===== src/rtl/id_fsm.sv =====
// Identifier recognizer: out is high while the current token is letters followed by digits.
// Optional macro ID_FSM_UNDERSCORE_EN makes '_' count as a letter.
module id_fsm (
  input  logic       clk,
  input  logic       reset,
  input  logic [7:0] char,
  output logic       out
);

  typedef enum logic [1:0] {
    IDLE  = 2'b00,
    ALPHA = 2'b01,
    NUM   = 2'b10
  } state_t;

  // Initializer gives a defined IDLE state in simulation before the first reset.
  state_t state = IDLE;
  state_t nxt;

  logic is_letter;
  logic is_digit;

  always_comb begin
    is_letter = ((char >= 8'h41) && (char <= 8'h5A)) ||
                ((char >= 8'h61) && (char <= 8'h7A));
`ifdef ID_FSM_UNDERSCORE_EN
    is_letter = is_letter || (char == 8'h5F);
`else
    is_letter = is_letter;
`endif
    is_digit  = (char >= 8'h30) && (char <= 8'h39);
  end

  always_ff @(posedge clk) begin
    if (reset) state <= IDLE;
    else       state <= nxt;
  end

  always_comb begin
    nxt = IDLE;
    case (state)
      IDLE: begin
        if (is_letter) nxt = ALPHA;
        else           nxt = IDLE;
      end
      ALPHA, NUM: begin
        if (is_letter)     nxt = ALPHA;
        else if (is_digit) nxt = NUM;
        else               nxt = IDLE;
      end
      // 2'b11 is unreachable; force it back to IDLE whatever the input
      default: nxt = IDLE;
    endcase
  end

  assign out = (state == NUM);

endmodule


===== config.mk =====
export PLATFORM = sky130hd
export DESIGN_NAME = id_fsm
export DESIGN_NICKNAME = d
export VERILOG_FILES = /design/src/rtl/id_fsm.sv
export SDC_FILE = /design/constraint.sdc
export NUM_CORES = 1
export LEC_CHECK = 0
export CAP_MARGIN = 20
export CORE_AREA = 3 3 40 42
export DETAILED_ROUTE_END_ITERATION = 10
export DIE_AREA = 0 0 43 45
export DONT_BUFFER_PORTS = 1
export GPL_TIMING_DRIVEN = 0
export HOLD_SLACK_MARGIN = 0.03
export PLACE_DENSITY_LB_ADDON = 0.2
export SLEW_MARGIN = 20
export SYNTH_ARGS = -nofsm -noshare
export SYNTH_HDL_FRONTEND = slang
export SYNTH_SLANG_ARGS = --single-unit

===== constraint.sdc =====
create_clock -name clk -period 1.4 [get_ports clk]
set_input_delay 0.07 -clock clk [delete_from_list [all_inputs] [get_ports clk]]
set_output_delay 0.07 -clock clk [all_outputs]
set_load 0.02 [all_outputs]

==> impl_metrics.py <==
metrics = {
    "power_and_ir_drop": {
        "irDropWorstVdd_v": 0.000143,
        "p_clk_frac": 0.605,
        "internal_power_uw": 168,
        "switchingPower_uw": 41.0,
        "leakagePower_nw": 0.0914,
        "powerDensity_nw_per_um2": 876,
        "comb_power_share": 0.110,
        "switching_share": 0.196,
        "power_uw": 209,
        "power_frac_seq": 0.284,
    },
    "logic_synthesis": {
        "synth_cells": 19,
        "synth-seq-cells": 2,
        "syn_nets": 32,
        "synth_area_sq_um": 158,
        "ys_seq_area_frac": 0.254,
        "synth-warning-count": 0,
        "synth.distinct_cells": 13,
        "syn_area_per_cell_sq_um": 8.30,
    },
    "routing": {
        "via_count": 167,
        "antenna_left": 0,
        "wire_per_inst_microns": 9.66,
        "drtIter0Drc": 3,
        "drc": 0,
        "routed_via_density": 4.07,
        "drt_first_pass_iters": 4,
        "routed_wl_microns": 396,
    },
    "sta": {
        "rsz0062_at_grt": "false",
        "skew_ns": 0.000183,
        "fin_hold_ws_ns": 0.0499,
        "fmax_mhz": 819,
        "setup_viol": 0,
        "fin_setup_tns_ns": 0,
        "fin_crit_sh": 0.872,
        "slew_viol_final": 0,
        "hold_violations": 0,
        "relSlewSlack": 0.854,
        "worstMarginPinSlew_ns": 0.219,
        "fin_crit_ns": 1.22,
    },
    "floorplan": {
        "die-height_microns": 45,
        "die_area_sq_um": 1940,
        "ios": 11,
        "initial_core_util": 0.123,
        "rows": 13,
        "die_x_microns": 43,
        "coreArea_sq_um": 1280,
    },
    "worst_setup_path": {
        "crit_buf_inv": 2,
        "crit_path_max_fanout": 3,
        "crit_family": "buffers and inverters",
        "worst_path_largest_cell_delay_ns": 0.54,
        "worstSetupPathType": "input pin to flip-flop",
        "worst_ep_arrival_time_ns": 1.38,
        "start_kind": "input pin",
        "required_ns": 1.56,
        "cpMostUsedCell": "dlygate4sd3_1",
        "worst_path_max_delay_cell": "dlygate4sd3_1",
        "crit_chain": "dlygate4sd3_1, o21a_1, dlygate4sd3_1, nor2_1",
        "end_kind": "flip-flop",
    },
    "job": {
        "max_cap_violations": 0,
    },
    "place": {
        "gp_congestion": 0.619,
        "port_buffers": 0,
    },
    "global_routing": {
        "gr-total-overflow": 0,
        "grt_pass1_wl_microns": 765,
        "grt_use_total": 0.0590,
        "antenna_found_initial": 0,
        "grt_pass1_vias": 206,
        "grt_max_degree": 4,
    },
    "min_path": {
        "hold_path.class": "input pin to flip-flop",
    },
    "layout": {
        "antennaDiodeCount": 0,
        "largestRegisters": "state: 2 flops",
        "layout_common_cells": "dlygate4sd3_1 (4), ha_1 (3), clkbuf_4 (3)",
        "fillers": 150,
        "largest-register": "state",
        "syn_to_final_growth_pct": 51.6,
        "final_common_cell": "dlygate4sd3_1",
        "layout.nets": 41,
        "largest_reg_flops": 2,
        "layout-drive-gt1-share": 0.154,
    },
    "run_status": {
        "status": "finished, final reports clean",
    },
    "clock_tree": {
        "cts_buffer_depth": 2,
        "clk_pin_slew_ns": 0.03,
        "tritoncts": "done",
        "numCtsBuffers": 3,
        "cts_sinks": 2,
        "h-tree-depth": 1,
        "clock_latency_ns": 0.22,
        "cts-root-buf": "clkbuf_4",
    },
}
==> per-layer routing <==
| metal | up-vias | share of wire | wire length (microns) | track usage |
|---|---|---|---|---|
| met5 | - | 0 | 0 | 0 |
| met4 | 0 | 0.038 | 15 | 0.0904 |
| met3 | 2 | 0.15 | 61 | 0.0239 |
| met2 | 14 | 0.40 | 157 | 0.0719 |
| met1 | 68 | 0.41 | 162 | 0.0624 |
| li1 | 83 | - | - | - |
==> final cells by class <==
cell class,count,area [sq um],share of cell area
sequential,2,40.0,0.168
multi-input combinational,15,110,0.461
timing repair buffer,4,40.0,0.168
inverter,2,7.51,0.0314
clock buffer,3,22.5,0.0942
tap,15,18.8,0.0785
==> power groups by stage <==
| stage | clock [mW] | combinational [mW] | sequential (mW) |
|---|---|---|---|
| after floorplan | 0 | 0.0116 | 0.0600 |
| after global placement | 0 | 0.0133 | 0.0601 |
| after detailed placement | 0 | 0.0136 | 0.0602 |
| after CTS | 0.137 | 0.0229 | 0.0595 |
| after global routing | 0.140 | 0.0267 | 0.0596 |
| final | 0.127 | 0.0231 | 0.0595 |
==> worst register-to-register path, delay by kind of cell (launching register included) <==
family / cells / cell delay [ns]
adders and majority gates: 1 / 0.20
and+or+nand+nor: 1 / 0.21
DFF: 1 / 0.30
AOI/OAI and AO/OA: 2 / 0.37
==> timing repair <==
action	in CTS	in global routing
hold endpoints to repair	2	0
setup buffers	0	0
hold buffers	4	0
gates resized for setup	0	0
==> synthesized netlist by cell type <==
library cell / count / area share
o21a_1: 1 / 0.048
nor2_1: 2 / 0.048
nor2b_1: 1 / 0.040
a21oi_1: 1 / 0.032
a211oi_1: 1 / 0.048
nand3_1: 1 / 0.032
ha_1: 3 / 0.24
nand4_1: 1 / 0.040
inv_1: 2 / 0.048
nor3_2: 1 / 0.063
o211ai_1: 1 / 0.048
dfxtp_1: 2 / 0.25
nor3_1: 2 / 0.063
==> final timing paths <==
check                              start       end  slack (ns)  depth (start not counted)
worst min-delay path               reset  state[1]        0.05                          3
worst max-delay path             char[1]  state[1]        0.18                          4
worst max register to register  state[0]  state[0]        0.23                          4
worst min register to register  state[0]  state[1]        0.71                          4
==> metrics by stage <==
step                instances  cell area (sq um)  utilization  setup slack (ns)
floorplan                  19                158            -             0.382
global placement           34                176        0.137             0.269
detailed placement         34                176        0.137             0.267
CTS                        41                239        0.186             0.178
global route               41                239        0.186            0.0926
finish                     41                239        0.186             0.179
==> cells by family (layout without fill, tap and decap cells) <==
group,after synthesis,in the layout,share of synthesized area
buf+inv,2,9,0.0476
fa+ha+maj,3,3,0.238
compound gates,4,4,0.175
simple gates,8,8,0.286
flops,2,2,0.254
(Power assumes the default switching activity.)
